==> src/rtl/branch_predictor.sv <==
// branch_predictor: direct-mapped BTB with 2-bit counters; ports: clk, reset (sync active-low), lookup_pc/lookup_opcode -> take_branch/branch_predict, update_* learn port, predict_count/mispredict_count stats (built only with BP_STATS_EN)
`ifndef ADDR_WIDTH
`define ADDR_WIDTH 16
`endif
`ifndef OP_CODE_BITS
`define OP_CODE_BITS 6
`endif
`ifndef OP_CODE_JMP
`define OP_CODE_JMP 6'b110000
`endif
module branch_predictor #(
  parameter int ENTRIES = 16,
  parameter int INDEX_BITS = 4
) (
  input  logic                     clk,
  input  logic                     reset,
  input  logic [`ADDR_WIDTH-1:0]   lookup_pc,
  input  logic [`OP_CODE_BITS-1:0] lookup_opcode,
  output logic                     take_branch,
  output logic [`ADDR_WIDTH-1:0]   branch_predict,
  input  logic                     update_valid,
  input  logic [`ADDR_WIDTH-1:0]   update_pc,
  input  logic                     update_taken,
  input  logic [`ADDR_WIDTH-1:0]   update_target,
  input  logic                     update_predicted,
  output logic [31:0]              predict_count,
  output logic [31:0]              mispredict_count
);
  localparam int AW = `ADDR_WIDTH;
  localparam int TW = AW - INDEX_BITS - 1;
  localparam logic [`OP_CODE_BITS-1:0] BR_MASK = `OP_CODE_BITS'(6'b110000);
  localparam logic [`OP_CODE_BITS-1:0] JMP = `OP_CODE_BITS'(`OP_CODE_JMP);
  logic [ENTRIES-1:0] valid;
  logic [TW-1:0] tag [ENTRIES];
  logic [AW-1:0] target [ENTRIES];
  logic [1:0] ctr [ENTRIES];
  logic [INDEX_BITS-1:0] li, ui;
  logic [TW-1:0] lt, ut;
  logic l_hit, u_hit, is_cond;
  assign li = lookup_pc[INDEX_BITS:1];
  assign lt = lookup_pc[AW-1:INDEX_BITS+1];
  assign ui = update_pc[INDEX_BITS:1];
  assign ut = update_pc[AW-1:INDEX_BITS+1];
  assign l_hit = valid[li] && tag[li] == lt;
  assign u_hit = valid[ui] && tag[ui] == ut;
  assign is_cond = (lookup_opcode & BR_MASK) == BR_MASK && lookup_opcode != JMP;
  assign take_branch = is_cond && l_hit && ctr[li][1];
  assign branch_predict = l_hit ? target[li] : '0;
  always_ff @(posedge clk) begin
    if (!reset) begin
      valid <= '0;
      for (int i = 0; i < ENTRIES; i++) begin
        tag[i] <= '0;
        target[i] <= '0;
        ctr[i] <= 2'd1;
      end
    end else if (update_valid) begin
      if (u_hit) begin
        ctr[ui] <= update_taken ? (ctr[ui] == 2'd3 ? 2'd3 : ctr[ui] + 2'd1)
                                : (ctr[ui] == 2'd0 ? 2'd0 : ctr[ui] - 2'd1);
        if (update_taken) target[ui] <= update_target;
      end else if (update_taken) begin
        valid[ui] <= 1'b1;
        tag[ui] <= ut;
        target[ui] <= update_target;
        ctr[ui] <= 2'd2;
      end
    end
  end
`ifdef BP_STATS_EN
  logic unused_bits;
  assign unused_bits = ^{lookup_pc[0], update_pc[0]};
  always_ff @(posedge clk) begin
    if (!reset) begin
      predict_count <= '0;
      mispredict_count <= '0;
    end else begin
      if (take_branch && predict_count != '1) predict_count <= predict_count + 32'd1;
      if (update_valid && update_predicted != update_taken && mispredict_count != '1)
        mispredict_count <= mispredict_count + 32'd1;
    end
  end
`else
  logic unused_bits;
  assign unused_bits = ^{lookup_pc[0], update_pc[0], update_predicted};
  assign predict_count = '0;
  assign mispredict_count = '0;
`endif
endmodule

==> config.mk <==
export PLATFORM = sky130hd
export DESIGN_NAME = branch_predictor
export DESIGN_NICKNAME = d
export VERILOG_FILES = /design/src/rtl/branch_predictor.sv
export SDC_FILE = /design/constraint.sdc
export NUM_CORES = 1
export LEC_CHECK = 0
export ABC_CLOCK_PERIOD_IN_PS = 4860
export BUFFER_PORTS_ARGS = -buffer_cell sky130_fd_sc_hd__buf_2
export CAP_MARGIN = 30
export CORE_MARGIN = 3
export CORE_UTILIZATION = 36
export CTS_CLUSTER_SIZE = 20
export DETAILED_ROUTE_END_ITERATION = 8
export GPL_ROUTABILITY_DRIVEN = 0
export PLACE_DENSITY = 0.54
export SKIP_CTS_REPAIR_TIMING = 1
export SLEW_MARGIN = 15
export SYNTH_ARGS = -nofsm -noshare
export SYNTH_HDL_FRONTEND = slang
export SYNTH_SLANG_ARGS = --single-unit
==> constraint.sdc <==
create_clock -name clk -period 4.86 [get_ports clk]
set_input_delay 0.243 -clock clk [delete_from_list [all_inputs] [get_ports clk]]
set_output_delay 0.243 -clock clk [all_outputs]
set_load 0.02 [all_outputs]
* After elaboration in Yosys (flattened, before gate mapping)
Memory sizes are Yosys's and may differ from the RTL's.
Index checks and enable logic that the tools add are counted.
** Storage, ports and cells
- Bits in registers :: 16
- Latch bits :: 0
- RAM bits :: 464
- Memory bits (read-only) :: 0
- Input port bits :: 59
- Word-level logic and storage cells :: 64
- Memories :: 3
** Cells by class
- Add/sub/neg operators :: 2
- Multipliers :: 0
- Div/mod/pow operators :: 0
- Magnitude comparators :: 3
- Eq/ne operators :: 5
- Shift-type cells :: 0
- Multiplexer cells :: 35
- Bitwise operators :: 4
- Reduce and logical (&&, ||, !) cells :: 11
** Memory list
- target :: words 16, width 16, rd ports 1, clocked after memory_dff 0, write ports 16, RTL line 35 : logic [AW-1:0] target [ENTRIES];
- tag :: words 16, width 11, rd ports 2, clocked after memory_dff 0, write ports 16, RTL line 34 : logic [TW-1:0] tag [ENTRIES];
- ctr :: words 16, width 2, rd ports 2, clocked after memory_dff 0, write ports 16, RTL line 36 : logic [1:0] ctr [ENTRIES];
** Operators by type and width (number)
- $mux 16 :: 3
- $eq 11x11->1 :: 2
- $mux 1 :: 20
- $or 16x16->16 :: 1
- $reduce_or 16->1 :: 1
- $mux 4 :: 3
- $mux 11 :: 1
- $reduce_or 11->1 :: 1
- $lt 4x5->1 const B :: 2
- $mux 2 :: 5
- $bmux 1 s4 :: 2
- $logic_and 1x1->1 :: 6
- $ne 6x6->1 const B :: 1
- $demux 1 s4 :: 1
- $eq 2x2->1 const B :: 2
- $ge 4x1->1 const B :: 1
- $reduce_and 3->1 :: 1
- $add 2x1->2 const B :: 1
- $logic_not 2->1 :: 1
- $or 1x1->1 :: 2
- $reduce_or 2->1 :: 1
- $sub 2x1->2 const B :: 1
- $not 1->1 :: 1

* Logic depth before layout (Yosys ltp)
Gate-level depths: netlist of run 1.
- Depth after elaboration :: 10
- Gate-level depth with buffers :: 13

* Worst setup path after synthesis of run 1
OpenSTA, ideal clock, no wires.
- Path kind :: in2out
- From :: in lookup_pc[1]
- To :: out branch_predict[10]
- Arrival :: 2.814 ns
- Setup slack :: 1.803 ns
- Stages :: 10
- Buffers on the path :: 4
- Cells stage by stage :: buf_2 buf_6 mux4_2 mux4_2 xnor2_1 nand4_1 or3_1 buf_2 buf_6 nor2b_1
** On the way
- Longest elaborated chain between the ends :: 4
- Elaborated cells on any way between the ends :: 7
** Ends and longest elaborated chain
- from (decl) :: RTL line 17 : input logic [`ADDR_WIDTH-1:0] lookup_pc,
- $mem_v2 16x11 or $bmux 1 s4 (tied branches)
- $eq 11x11->1 or $mux 1 (tied branches) :: RTL line 44 : assign l_hit = valid[li] && tag[li] == lt;
- $logic_and 1x1->1 :: RTL line 44
- $mux 16 * :: RTL line 48 : assign branch_predict = l_hit ? target[li] : '0;
- to (decl) :: RTL line 20 : output logic [`ADDR_WIDTH-1:0] branch_predict,
Mark *: on every way between the ends. The rest lies on a longest branch, timed or not. The select of a mux whose other input is x is not followed.

==> results of run 1 <==
==> per-layer routing <==
layer	share of wire [%]	vias up
met5	0.019	-
met4	2.3	2
met3	7.2	102
met2	48	574
met1	42	7707
li1	-	6350
==> placed cells by master (no fill, tap or decap), types with 6 or more instances in the layout <==
master     netlist  final
edfxtp_1       464    464
and3_1         258    258
mux4_2         195    195
nor2_1         198    194
nand2_1         94     94
buf_2           29     69
conb_1           1     64
clkbuf_16        0     54
buf_4           70     49
mux2i_1         33     33
nand3_1         27     27
o21ai_0         34     27
xnor2_1         21     21
nor2b_1         20     18
dfxtp_1         16     16
nor3_1          16     15
clkbuf_1       119     12
o21ai_1         11     11
clkinv_2         0     11
bufinv_16        0      7
nand4_1          6      6
xor2_1           6      6
a22oi_1          6      6
clkinv_1         0      6
==> worst paths after layout <==
| kind | from | end | slack, ps | cells after the start |
|---|---|---|---|---|
| max | tag[2][10] | branch_predict[10] | 480 | 7 |
| min | update_target[2] | target[9][2] | 130 | 2 |
| max reg2reg | tag[6][3] | tag[1][1] | 1280 | 9 |
| min reg2reg | valid[2] | valid[2] | 460 | 2 |
==> power groups by stage <==
stage	registers, mW	logic [mW]	clock network (mW)
6_report	4.82	1.01	4.11
4_1_cts	4.82	1.02	4.17
3_5_place_dp	4.91	1.02	0
2_1_floorplan	4.88	0.730	0
3_3_place_gp	4.90	1.01	0
5_1_grt	4.84	1.08	4.34
==> cell families after synthesis <==
family | after synthesis | synth area share [%]
buf+inv | 243 | 5.348
mux | 229 | 19.55
other cells | 1 | 0.01549
flops | 480 | 58.86
xor+xnor | 27 | 0.9766
compound gates | 70 | 1.829
simple gates | 639 | 13.42
==> state kept, by name, summed over array words and instances, names as in the netlist <==
register  count
valid        16
ctr          32
tag         176
target      256
==> area by class of cell <==
cell class	instances	area [um^2]	share of cell area [%]
multi-input cells	1029	8996	33.48
flip-flops and latches	480	14250	53.05
clock inverters	29	352.8	1.313
well taps	864	1081	4.023
repair buffers	121	767.0	2.855
inverters	5	18.77	0.06985
diodes	1	2.502	0.009314
clock buffers	66	1396	5.197
==> per-stage QoR <==
stage | std cells | power [mW] | area, um^2 | util [%] | hold WS, ps
floorplan | 1752 | 5.607 | 24450 | - | 429.1
global placement | 2499 | 5.909 | 25120 | 37.93 | 440.2
detailed placement | 2499 | 5.931 | 25120 | 37.93 | 447.6
CTS | 2594 | 10.02 | 26870 | 40.57 | 95.73
global route | 2595 | 10.27 | 26870 | 40.58 | 134.9
finish | 2595 | 9.952 | 26870 | 40.58 | 133.4
==> impl_metrics.env, run 1 <==
export IMPL_outcome="finished, final reports clean"
export IMPL_start_util_pct=36.57
export IMPL_pwr_share_comb_pct=10.2
export IMPL_critPathKind="register to output pin"
export IMPL_areaGrowthSynthToFinish_pct=10.95
export IMPL_cp_end_kind="output pin"
export IMPL_ir_drop_mv=0.2538
export IMPL_via_per_inst=5.678
export IMPL_hpwl_mm=42.14
export IMPL_grt_pass1_vias=14780
export IMPL_yosysWarnings=0
export IMPL_synth_most_common_cell="edfxtp_1"
export IMPL_synth_seq_cells=480
export IMPL_die_area_um2=70410
export IMPL_syn_cell_area_um2=24220
export IMPL_syn_instance_count=1689
export IMPL_hold_class="primary input to register"
export IMPL_cts_tree="done"
export IMPL_grtUsageTotal_pct=19.78
export IMPL_ant_nets=0
export IMPL_path_cells="mux4_2, mux4_2, xnor2_1, nand4_1, or3_1, nor2b_1, buf_2"
export IMPL_synthTopCellsByArea="edfxtp_1 (58%), mux4_2 (18%), and3_1 (6.7%)"
export IMPL_yosysUniqueCellTypes=49
export IMPL_grtUsageMet1_pct=27.96
export IMPL_swShare_pct=24.09
export IMPL_drc_errors=0
export IMPL_clkLatencyLatePin_ps=610
export IMPL_grt_antenna_before_repair=5
export IMPL_required_ps=4620
export IMPL_synth_top_area_share_pct=57.54
export IMPL_gr_total_overflow=0
export IMPL_cts_max_path_buffers=3
export IMPL_final_layout_size_suffix_gt1_share_pct=24.45
export IMPL_critPathArrivalTime_ps=4130
export IMPL_synth_ff_type="edfxtp_1"
export IMPL_worst_slack_ps=482.6
export IMPL_synthArstFlopShare_pct=0
export IMPL_synth_common_cells="edfxtp_1 (464), and3_1 (258), nor2_1 (198)"
export IMPL_ioPinCount=140
export IMPL_clock_sinks=480
export IMPL_layout_min_cycle_time_ps=4377
export IMPL_wl_per_cell_um=27.01
export IMPL_cap_violations=0
export IMPL_critPathMaxFanout=5
export IMPL_use_met3_pct=3.173
export IMPL_rows=94
export IMPL_tightest_slew_ps=1002
export IMPL_finalHoldViolations=0
export IMPL_syn_avg_cell_area_um2=14.34
export IMPL_fmax_mhz=228.4
export IMPL_fin_tns_setup_ps=0
export IMPL_totalWireLength_mm=70.08
export IMPL_cpMaxStageDelayCell="or3_1"
export IMPL_path_buf_inv=1
export IMPL_fin_crit_sh_pct=90.07
export IMPL_start_kind="register"
export IMPL_finClkSkew_ps=26.90
export IMPL_cts_buffers=53
export IMPL_cts_root_buffer="clkbuf_16"
export IMPL_fill_cells=6087
export IMPL_ys_seq_area_share_pct=58.86
export IMPL_seq_power_share_pct=48.5
export IMPL_coreArea_um2=66220
export IMPL_yosys_area_top_type="edfxtp_1"
export IMPL_cp_common_cell="mux4_2"
export IMPL_clkPwrFrac_pct=41.3
export IMPL_critPathTopFamily="simple AND/OR/NAND/NOR gates"
export IMPL_path_clk_slew_ps=60
export IMPL_relSlewSlack_pct=33.23
export IMPL_fin_nets=1749
export IMPL_setup_viol=0
export IMPL_grt_first_pass_wirelength_mm=102.3
export IMPL_drtIter0Drc=1614
export IMPL_grt_max_degree=75
export IMPL_grt_use_met2_pct=32.11
export IMPL_die_x_um=265.4
export IMPL_via_count=14740
export IMPL_synth_edf_count=464
export IMPL_switching_power_mw=2.398
export IMPL_pre_cts_slack_ps=713.8
export IMPL_first_pass_iters=5
export IMPL_final_max_slew_viol_count=0
export IMPL_internal_power_mw=7.554
export IMPL_grt_setup_unrepaired="no"
export IMPL_power_density_nw_per_um2=370.4
export IMPL_h_tree_depth=2
export IMPL_p_leak_nw=10.10
export IMPL_grt_busiest_layer="met2"
export IMPL_io_buffers=72
export IMPL_dieHeight_um=265.4
export IMPL_max_stage_delay_ps=710
Power figures use the tool's default switching activity.
==> run 2: changes to the inputs <==
Settings changed: CTS_BUF_LIST set to sky130_fd_sc_hd__clkbuf_4.
==> run 2 against run 1 <==
- wire length up 1.5%
- register-to-register slack got worse by 20 ps
- global-route usage up 0.52 points
- non-clock buffer count increased by 23
- clock power fell by 7.5%
- sequential share of layout area down 0.49 points
- combinational power about the same
- fmax decreased by 6.8%
- design area up 0.94%
- total power is 2.9% lower
- sequential cell count is the same
- critical endpoint unchanged
==> impl_metrics.env, run 2 (synthesis gave the netlist of run 1 again) <==
export IMPL_path_cells="mux4_2, mux4_2, xnor2_1, nand4_1, or3_1, nor2b_1, buf_2"
export IMPL_outcome="finished, final reports clean"
export IMPL_hold_path_cell_count=3
export IMPL_relSlewSlack_pct=32.25
export IMPL_critPathKind="register to output pin"
export IMPL_worst_slack_ps=164.6
export IMPL_critPathTopFamily="simple AND/OR/NAND/NOR gates"
export IMPL_first_pass_iters=7
export IMPL_cp_end_kind="output pin"
export IMPL_cts_buffers=137
export IMPL_stdcell_area_um2=27120
export IMPL_io_buffers=72
export IMPL_cts_max_path_buffers=3
export IMPL_fin_crit_sh_pct=96.61
export IMPL_critPathArrivalTime_ps=4450
export IMPL_fmax_mhz=213.0
export IMPL_wl_per_cell_um=25.76
export IMPL_areaGrowthSynthToFinish_pct=11.99
export IMPL_hold_class="primary input to register"
export IMPL_gr_total_overflow=0
export IMPL_cpMaxStageDelayCell="or3_1"
export IMPL_largest_reg_flops=256
export IMPL_pre_cts_slack_ps=713.8
export IMPL_finClkSkew_ps=92.78
export IMPL_rows=94
export IMPL_placed_cell_area_um2=25120
export IMPL_cap_violations=0
export IMPL_fin_tns_setup_ps=0
export IMPL_fin_hold_ws_ps=31.73
export IMPL_rr_worst_depth=9
export IMPL_final_layout_size_suffix_gt1_share_pct=29.72
export IMPL_die_area_um2=70410
export IMPL_grt_antenna_before_repair=2
export IMPL_tightest_slew_ps=1016
export IMPL_layout_min_cycle_time_ps=4695
export IMPL_hold_end="tag[6][7]"
export IMPL_setup_viol=0
export IMPL_reg2reg_slack_ps=1260
export IMPL_grt_setup_unrepaired="no"
export IMPL_power_density_nw_per_um2=356.3
export IMPL_clkLatencyLatePin_ps=960
export IMPL_path_clk_slew_ps=60
export IMPL_cp_common_cell="mux4_2"
export IMPL_cts_root_buffer="clkbuf_4"
export IMPL_final_core_util_pct=40.96
export IMPL_p_leak_nw=10.38
export IMPL_h_tree_depth=4
export IMPL_clock_sinks=480
export IMPL_grt_pass1_vias=15600
export IMPL_hpwl_mm=42.14
export IMPL_r2r_start="tag[6][3]"
export IMPL_die_x_um=265.4
export IMPL_ant_nets=0
export IMPL_fin_nets=1856
export IMPL_dieHeight_um=265.4
export IMPL_coreArea_um2=66220
export IMPL_start_kind="register"
export IMPL_totalWireLength_mm=71.16
export IMPL_ir_drop_mv=0.2117
export IMPL_via_count=15380
export IMPL_critPathMaxFanout=5
export IMPL_largestRegisters="target (256), tag (176), ctr (32)"
export IMPL_top_register="target"
export IMPL_timing_rr_end="tag[8][1]"
export IMPL_final_max_slew_viol_count=0
export IMPL_path_buf_inv=1
export IMPL_final_common_cell="edfxtp_1"
export IMPL_start_util_pct=36.57
export IMPL_finalHoldViolations=0
export IMPL_fill_cells=6225
export IMPL_final_cell_mix="edfxtp_1 (464), and3_1 (258), clkbuf_4 (206), mux4_2 (195), nor2_1 (194)"
export IMPL_ioPinCount=140
export IMPL_grt_max_degree=75
export IMPL_min_from="update_pc[12]"
export IMPL_grtUsageTotal_pct=20.30
export IMPL_max_stage_delay_ps=700
export IMPL_via_per_inst=5.565
export IMPL_required_ps=4620
export IMPL_grt_first_pass_wirelength_mm=104.3
export IMPL_cts_tree="done"
export IMPL_drc_errors=0
export IMPL_drtIter0Drc=1531
[run 2: how the worst max path moves through the flow]
| stage | start | depth (start not counted) | slack, ps | endpoint |
|---|---|---|---|---|
| after floorplan | lookup_pc[1] | 10 | 1800 | branch_predict[10] |
| after global placement | update_pc[1] | 10 | 770 | tag[12][4] |
| after detailed placement | update_pc[1] | 11 | 710 | tag[1][1] |
| after CTS | tag[11][10] | 7 | 30 | branch_predict[10] |
| after global routing | tag[11][10] | 7 | 110 | branch_predict[10] |
| final | tag[11][10] | 7 | 160 | branch_predict[10] |
[run 2: metrics by stage]
stage / power (mW) / cells
6_report: 9.664 / 2763
5_1_grt: 10.06 / 2763
3_3_place_gp: 5.909 / 2499
3_5_place_dp: 5.931 / 2499
2_1_floorplan: 5.607 / 1752
4_1_cts: 9.742 / 2739
[run 2: tightest hold or removal path, delay by kind of cell]
kind	cells	cell delay, ps
simple gates	2	510
buf+inv	1	100
[run 2: power breakdown]
group | switching, mW | internal [mW] | leakage [nW]
sequential | 0.0763 | 4.75 | 4.57
combinational | 0.628 | 0.409 | 4.78
clock | 1.76 | 2.04 | 1.03
total | 2.47 | 7.19 | 10.4
[run 2: layout make-up]
| type | instances | area, um^2 | area share, % |
|---|---|---|---|
| flip-flops and latches | 480 | 14250 | 52.56 |
| multi-input cells | 1029 | 8996 | 33.17 |
| clock buffers | 206 | 1546 | 5.702 |
| well taps | 864 | 1081 | 3.986 |
| repair buffers | 144 | 1015 | 3.742 |
| clock inverters | 34 | 206.4 | 0.7612 |
| inverters | 5 | 18.77 | 0.06920 |
| diodes | 1 | 2.502 | 0.009227 |
[run 2: layer usage]
layer	GRT usage, %	up-vias	part of all wire [%]
li1	-	6653	-
met1	28.05	7984	43
met5	0	-	0
met3	4.347	101	7.0
met2	32.58	638	49
met4	5.782	0	1.7
==> run 3: changes to the inputs <==
Settings changed: SETUP_SLACK_MARGIN set to 0.4.
==> run 3 against run 2 <==
- worst hold slack improved by 23 ps
- highest routed layer unchanged
- total power barely moved
- critical endpoint is now branch_predict[3]
- register-to-register slack got worse by 30 ps
- combinational power barely moved
- via count barely moved
- non-clock buffer count did not move
- critical path depth did not move
- sequential cell count did not move
- core utilization barely moved
- sequential share of layout area barely moved
- first-iteration DRC count fell by 4.2%
- worst setup slack improved by 450 ps
==> impl_metrics.env, run 3 (synthesis gave the netlist of run 1 again) <==
export IMPL_grt_antenna_before_repair=2
export IMPL_via_per_inst=5.561
export IMPL_cts_max_path_buffers=3
export IMPL_totalWireLength_mm=71.05
export IMPL_largestRegisters="target (256), tag (176), ctr (32)"
export IMPL_dieHeight_um=265.4
export IMPL_io_buffers=72
export IMPL_power_density_nw_per_um2=356.1
export IMPL_gr_total_overflow=0
export IMPL_start_util_pct=36.57
export IMPL_min_from="update_pc[12]"
export IMPL_finClkSkew_ps=81.15
export IMPL_ioPinCount=140
export IMPL_cts_root_buffer="clkbuf_4"
export IMPL_grt_first_pass_wirelength_mm=104.3
export IMPL_cap_violations=0
export IMPL_wl_per_cell_um=25.72
export IMPL_p_leak_nw=10.39
export IMPL_cts_buffers=137
export IMPL_die_x_um=265.4
export IMPL_cp_end_kind="output pin"
export IMPL_drtIter0Drc=1467
export IMPL_final_max_slew_viol_count=0
export IMPL_reg2reg_slack_ps=1230
export IMPL_ant_nets=0
export IMPL_final_cell_mix="edfxtp_1 (464), and3_1 (258), clkbuf_4 (206), mux4_2 (195), nor2_1 (194)"
export IMPL_switching_power_mw=2.468
export IMPL_clkLatencyLatePin_ps=940
export IMPL_cts_tree="done"
export IMPL_fin_crit_sh_pct=87.41
export IMPL_ir_drop_mv=0.2106
export IMPL_hold_end="tag[6][7]"
export IMPL_r2r_start="tag[6][3]"
export IMPL_internal_power_mw=7.196
export IMPL_clkPwrFrac_pct=39.3
export IMPL_layout_min_cycle_time_ps=4248
export IMPL_fmax_mhz=235.4
export IMPL_fin_tns_setup_ps=0
export IMPL_first_pass_iters=5
export IMPL_required_ps=4620
export IMPL_hold_path_cell_count=3
export IMPL_hold_class="primary input to register"
export IMPL_via_count=15370
export IMPL_swShare_pct=25.54
export IMPL_die_area_um2=70410
export IMPL_grtUsageTotal_pct=20.30
export IMPL_coreArea_um2=66220
export IMPL_pwr_share_comb_pct=10.8
export IMPL_grt_max_degree=75
export IMPL_final_common_cell="edfxtp_1"
export IMPL_final_layout_size_suffix_gt1_share_pct=29.87
export IMPL_areaGrowthSynthToFinish_pct=12.05
export IMPL_rows=94
export IMPL_grt_pass1_vias=15600
export IMPL_setup_viol=0
export IMPL_critPathArrivalTime_ps=4010
export IMPL_top_register="target"
export IMPL_start_kind="register"
export IMPL_critPathKind="register to output pin"
export IMPL_grt_setup_unrepaired="no"
export IMPL_tightest_slew_ps=1010
export IMPL_largest_reg_flops=256
export IMPL_drc_errors=0
export IMPL_critPathMaxFanout=5
export IMPL_clock_sinks=480
export IMPL_hpwl_mm=42.14
export IMPL_rr_worst_depth=9
export IMPL_timing_rr_end="tag[8][1]"
export IMPL_path_clk_slew_ps=60
export IMPL_seq_power_share_pct=49.9
export IMPL_outcome="finished, final reports clean"
export IMPL_finalHoldViolations=0
export IMPL_relSlewSlack_pct=32.65
export IMPL_fin_nets=1856
export IMPL_power_total_mw=9.664
export IMPL_h_tree_depth=4
run 3: cell type report:
class / instances / area (um^2)
Tap cell: 864 / 1081
Antenna cell: 1 / 2.502
Sequential cell: 480 / 14250
Timing Repair Buffer: 144 / 1015
Multi-Input combinational cell: 1029 / 9011
Inverter: 5 / 18.77
Clock inverter: 34 / 206.4
Clock buffer: 206 / 1546
Fill cell: 6221 / 39080
run 3: worst max-delay path: stages (launching register included):
cell and delay (ps):
edfxtp_1 390, mux4_2 540, mux4_2 520, xnor2_2 230, nand4_1 260, or3_4 520, nor2b_1 350, buf_2 240
run 3: layer usage:
metal / vias up / wire length, um / track usage, %
met5: - / 0 / 0
met4: 0 / 1186 / 5.782
met3: 100 / 5152 / 4.347
met1: 7939 / 30080 / 28.05
li1: 6660 / - / -
met2: 666 / 34640 / 32.58
run 3: power by group through the flow:
stage	combinational, mW	sequential [mW]	clock, mW
floorplan	0.730	4.88	0
CTS	1.02	4.82	3.90
finish	1.04	4.82	3.80
global placement	1.01	4.90	0
detailed placement	1.02	4.91	0
global route	1.10	4.84	4.12
run 3: metrics by stage:
stage	hold WS [ps]	setup WS [ps]	cells	util (%)	cell area, um^2
2_1_floorplan	429.1	1803	1752	-	24450
3_3_place_gp	440.2	765.1	2499	37.93	25120
3_5_place_dp	447.6	713.8	2499	37.93	25120
4_1_cts	-329.5	29.63	2739	40.58	26870
5_1_grt	19.38	498.8	2763	40.98	27130
6_report	55.18	611.9	2763	40.98	27130
run 3: worst max path at each step:
stage	start	end	slack, ps
final	tag[11][10]	branch_predict[3]	610
after global routing	tag[11][10]	branch_predict[9]	500
after CTS	tag[11][10]	branch_predict[10]	30
after detailed placement	update_pc[1]	tag[1][1]	710
after global placement	update_pc[1]	tag[12][4]	770
after floorplan	lookup_pc[1]	branch_predict[10]	1800
